`src/rtl/grid_ring_renderer.sv`:
```
// Animated ring painter for the game grid: draws a ring in every cell holding MARK_CODE,
// grows it one pixel per frame and blinks rings in winning cells between two colours.
module grid_ring_renderer #(
  parameter int         GRID_N       = 3,
  parameter int         ORIGIN_X     = 15,
  parameter int         ORIGIN_Y     = 9,
  parameter int         PITCH_X      = 33,
  parameter int         PITCH_Y      = 22,
  parameter int         R_OUT        = 7,
  parameter int         R_IN         = 4,
  parameter logic [1:0] MARK_CODE    = 2'b10,
  parameter bit         ANIM         = 1'b1,
  parameter int         BLINK_FRAMES = 16
) (
  input  logic                         clk,
  input  logic                         rst_n,
  input  logic                         frame_tick,
  input  logic [6:0]                   x,
  input  logic [5:0]                   y,
  input  logic [2*GRID_N*GRID_N-1:0]   grid_data,
  input  logic [GRID_N*GRID_N-1:0]     win_mask,
  input  logic [15:0]                  color_hex,
  input  logic [15:0]                  win_color,
  output logic [15:0]                  oled_data,
  output logic                         pix_hit
);

  localparam int NC = GRID_N * GRID_N;
  localparam int SW = $clog2(R_OUT + 1);
  localparam int DW = 12;
  localparam int QW = 2 * DW;

  localparam logic [SW-1:0] RMAX  = SW'(R_OUT);
  localparam logic [SW-1:0] RGAP  = SW'(R_OUT - R_IN);
  localparam logic [7:0]    BLAST = 8'(BLINK_FRAMES - 1);

  logic [SW-1:0] stage [NC];
  logic [7:0]    bcnt;
  logic          phase;
  logic [NC-1:0] hit;
  logic          any_hit;
  logic          hit_win;
  logic [15:0]   pix_color;

  // Per-cell hit test; centres are elaboration-time constants so only the
  // pixel differences and the squares are real hardware.
  for (genvar k = 0; k < NC; k++) begin : g_cell
    localparam logic signed [DW-1:0] CX = DW'(ORIGIN_X + (k % GRID_N) * PITCH_X);
    localparam logic signed [DW-1:0] CY = DW'(ORIGIN_Y + (k / GRID_N) * PITCH_Y);

    logic [1:0]           code;
    logic signed [DW-1:0] dx;
    logic signed [DW-1:0] dy;
    logic signed [QW-1:0] dxe;
    logic signed [QW-1:0] dye;
    logic [QW-1:0]        d2;
    logic [SW-1:0]        ri;
    logic [QW-1:0]        ro_ext;
    logic [QW-1:0]        ri_ext;
    logic [QW-1:0]        ro2;
    logic [QW-1:0]        ri2;

    assign code   = grid_data[2*k +: 2];
    assign dx     = $signed({{(DW-7){1'b0}}, x}) - CX;
    assign dy     = $signed({{(DW-6){1'b0}}, y}) - CY;
    assign dxe    = {{DW{dx[DW-1]}}, dx};
    assign dye    = {{DW{dy[DW-1]}}, dy};
    assign d2     = dxe * dxe + dye * dye;
    assign ri     = (stage[k] > RGAP) ? stage[k] - RGAP : '0;
    assign ro_ext = {{(QW-SW){1'b0}}, stage[k]};
    assign ri_ext = {{(QW-SW){1'b0}}, ri};
    assign ro2    = ro_ext * ro_ext;
    assign ri2    = ri_ext * ri_ext;

    // The live code gates drawing, so a cleared cell vanishes before its stage resets.
    assign hit[k] = (code == MARK_CODE) && (stage[k] != '0) && (d2 >= ri2) && (d2 <= ro2);
  end

  // Highest-index hitting cell wins when rings overlap.
  always_comb begin
    any_hit = 1'b0;
    hit_win = 1'b0;
    for (int k = 0; k < NC; k++) begin
      if (hit[k]) begin
        any_hit = 1'b1;
        hit_win = win_mask[k];
      end
    end
    if (!any_hit) begin
      pix_color = 16'h0000;
    end else if (hit_win && phase) begin
      pix_color = win_color;
    end else begin
      pix_color = color_hex;
    end
  end

  always_ff @(posedge clk or negedge rst_n) begin
    if (!rst_n) begin
      oled_data <= 16'h0000;
      pix_hit   <= 1'b0;
    end else begin
      oled_data <= pix_color;
      pix_hit   <= any_hit;
    end
  end

  // Stage counters only move on frame ticks and saturate at the full radius.
  always_ff @(posedge clk or negedge rst_n) begin
    if (!rst_n) begin
      for (int k = 0; k < NC; k++) begin
        stage[k] <= '0;
      end
    end else if (frame_tick) begin
      for (int k = 0; k < NC; k++) begin
        if (grid_data[2*k +: 2] != MARK_CODE) begin
          stage[k] <= '0;
        end else if (!ANIM) begin
          stage[k] <= RMAX;
        end else if (stage[k] < RMAX) begin
          stage[k] <= stage[k] + 1'b1;
        end
      end
    end
  end

  // Blink timer restarts from a known phase whenever there is no winning line.
  always_ff @(posedge clk or negedge rst_n) begin
    if (!rst_n) begin
      bcnt  <= 8'd0;
      phase <= 1'b0;
    end else if (win_mask == '0) begin
      bcnt  <= 8'd0;
      phase <= 1'b0;
    end else if (frame_tick) begin
      if (bcnt >= BLAST) begin
        bcnt  <= 8'd0;
        phase <= ~phase;
      end else begin
        bcnt <= bcnt + 8'd1;
      end
    end
  end

endmodule
```
`config.mk`:
```
export PLATFORM = sky130hd
export DESIGN_NAME = grid_ring_renderer
export DESIGN_NICKNAME = d
export VERILOG_FILES = /design/src/rtl/grid_ring_renderer.sv
export SDC_FILE = /design/constraint.sdc
export NUM_CORES = 1
export LEC_CHECK = 0
export ABC_AREA = 1
export CAP_MARGIN = 20
export CORE_ASPECT_RATIO = 1.75
export CORE_UTILIZATION = 40
export CTS_BUF_LIST = sky130_fd_sc_hd__clkbuf_4
export DETAILED_ROUTE_END_ITERATION = 6
export PLACE_DENSITY_LB_ADDON = 0.15
export SKIP_CTS_REPAIR_TIMING = 1
export SYNTH_ARGS = -nofsm -noshare
export SYNTH_HDL_FRONTEND = slang
export SYNTH_SLANG_ARGS = --single-unit
```
`constraint.sdc`:
```
create_clock -name clk -period 8.8 [get_ports clk]
set_input_delay 1.76 -clock clk [delete_from_list [all_inputs] [get_ports clk]]
set_output_delay 1.76 -clock clk [all_outputs]
set_load 0.01 [all_outputs]
```
==> qor.yml <==
status: "finished clean"
via_per_inst: 4.76
htreeDepth: 2
die_y_um: 322
antenna_found_initial: 1
end_kind: "flip-flop"
period_share_pct: 98.6
synth_top_family_by_area: "adder cells"
grt_pass1_wl_um: 108000
required_ps: 9130
dieArea_sq_mm: 0.0597
ys.flop_type: "dfrtp_1"
grt_usage_pct: 23.0
setup_ws_ps: 127
final_nets: 4745
ys_async_sr_fraction_pct: 100
drt_iter0_drc: 713
ant_nets: 0
finalCriticalPeriod_ps: 8670
avgSynthCellArea_sq_um: 7.10
crit_fanout: 7
fin_area_sq_mm: 0.0312
hp-class: "reg -> reg"
synth_top_cell_area_share_pct: 23.7
synth-seq-cells: 53
slew_headroom_pct: 38.1
layout-drive-gt1-share_pct: 22.7
cp-start-kind: "input pin"
pre_cts_slack_ps: -1090
rrSetupSlack_ps: 4570
core_area_sq_mm: 0.0581
grt_pass1_vias: 22800
slew_viol_final: 0
holdWs_ps: 510
row_count: 117
grt_max_degree: 54
cts_root_buf: "clkbuf_4"
synthSimpleGateAreaFrac_pct: 22.3
synth_area_sq_mm: 0.0235
io_buffers: 91
ff2ff_path_depth: 38
crit_arrival_ps: 9000
postSynthNetCount: 4062
gr-total-overflow: 0
max_freq_mhz: 115
synth_area_leaders: "ha_1 (24%), fa_1 (20%), inv_1 (12%), nand2_1 (10%), dfrtp_1 (5.7%)"
worst_pin_slew_ps: 922
clockBufferDepth: 2
slowest_stage: "fa_2"
cpMostUsedCell: "nand2_1"
synth_cell_types: 50
die_w_um: 185
synth_xor_area_share_pct: 6.83
wirelength_um: 68300
max_cap_violations: 0
cts_tree: "yes"
synth-compound-area-share_pct: 8.82
wl_per_cell_um: 14.3
area_growth_pct: 33.0
ys.warnings.count: 0
dpl.hpwl_um: 60700
clock_latency_ps: 430
synthAdderAreaFrac_pct: 43.8
ios: 92
final_hold_viol_count: 0
placed_area_sq_mm: 0.0296
clk_pin_slew_worst_paths_ps: 170
cts_buffers: 5
vias: 22700
rsz0062_at_grt: "yes"
critPathMaxStageDelay_ps: 580
hold_depth: 2
synth.area.mux_share_pct: 0
critPathKind: "in -> reg"
setup_viol: 0
skew_ps: 20.5
place.gp.congestion: 0.943
synth_seq_area_share_pct: 5.65
cts_sinks: 53
synthCells: 3307
dr.pass1.iters: 5
yosysTopAreaCell: "ha_1"
drc_errors: 0
start_util_pct: 40.4
synth_edf_count: 0
[stage by stage]
| step | cells | setup TNS (ps) | utilization, % |
|---|---|---|---|
| after floorplan | 3307 | 0 | - |
| after global placement | 4718 | -17890 | 51.0 |
| after detailed placement | 4718 | -17780 | 51.0 |
| after CTS | 4726 | -10420 | 51.1 |
| after global routing | 4765 | -2780 | 53.7 |
| final | 4765 | 0 | 53.7 |
[cells in the final DEF, fill, tap and decap left out, drive strengths merged, types with 2 or more instances in the layout]
| master | count |
|---|---|
| nor3 | 22 |
| clkinv | 5 |
| nor4 | 2 |
| a21o | 17 |
| nor2 | 316 |
| buf | 607 |
| or2 | 13 |
| dlymetal6s2s | 5 |
| nand3b | 10 |
| a211oi | 8 |
| a31oi | 24 |
| o21ai | 107 |
| xnor2 | 62 |
| xor2 | 121 |
| o211ai | 6 |
| o21bai | 23 |
| clkbuf | 10 |
| ha | 445 |
| inv | 763 |
| o31ai | 6 |
| fa | 235 |
| dfrtp | 53 |
| nor3b | 5 |
| clkinvlp | 3 |
| nand4 | 43 |
| nand2 | 665 |
| clkdlybuf4s50 | 77 |
| o21a | 5 |
| and3 | 2 |
| o22ai | 3 |
| a21boi | 3 |
| nand3 | 158 |
| a21oi | 159 |
[worst max-delay path, delay by kind of cell]
kind                     cells  cell delay (ps)
AND/OR/NAND/NOR             23             2250
buffers and inverters       10              960
adder cells (fa/ha/maj)      7             2680
XOR/XNOR                     1              290
AO/OA/AOI/OAI                7             1030
[cell usage after synthesis, types with 6 or more instances]
cell / n
nor3_1: 20
ha_1: 445
a21o_1: 17
a21oi_1: 158
xnor2_1: 62
nand3_2: 6
or2_2: 11
a211oi_1: 8
nand4_1: 40
o21bai_1: 23
nand3b_1: 10
inv_1: 758
o21ai_0: 102
nor2_1: 313
o31ai_1: 6
dfrtp_1: 53
nand2_1: 643
nand2_2: 17
o211ai_1: 6
xor2_1: 121
fa_1: 235
clkbuf_1: 12
nand3_1: 152
a31oi_1: 24
[path summary, 6_finish.rpt]
check | startpoint | endpoint
setup / recovery | y[1] | oled_data[3]
hold / removal | bcnt[7] | bcnt[7]
setup reg to reg | g_cell[0].ro_ext[0] | oled_data[3]
hold reg to reg | bcnt[7] | bcnt[7]
max in group asynchronous | rst_n | g_cell[1].ro_ext[2]
min in group asynchronous | rst_n | g_cell[8].ro_ext[0]
[sequential cells by signal, summed over array words and instances (netlist names)]
name and count:
g_cell.ro_ext 27, oled_data 16, bcnt 8, phase 1
pix_hit 1
[logic make-up after synthesis]
kind of cell,Yosys count
AO/OA/AOI/OAI,367
XOR/XNOR,183
adder cells (fa/ha/maj),680
flip-flops,53
buffers and inverters,786
AND/OR/NAND/NOR,1238
[area by class of cell]
type	count	area, sq um
Clock inverter	3	21.3
Tap cell	773	967
Multi-Input combinational cell	2468	20300
Sequential cell	53	1330
Fill cell	5798	26900
Inverter	768	2910
Timing Repair Buffer	694	5660
Antenna cell	1	2.50
Clock buffer	5	37.5
[routing by layer]
| layer | routed length [um] | track usage, % | part of all wire (%) |
|---|---|---|---|
| met4 | 3300 | 9.57 | 4.8 |
| met3 | 950 | 0.429 | 1.4 |
| met2 | 38200 | 47.6 | 56 |
| met1 | 25800 | 23.6 | 38 |
| met5 | 0 | 0 | 0 |
Power is not shown: default switching activity piles up to over one toggle a cycle in this logic, so the estimate is an artifact.
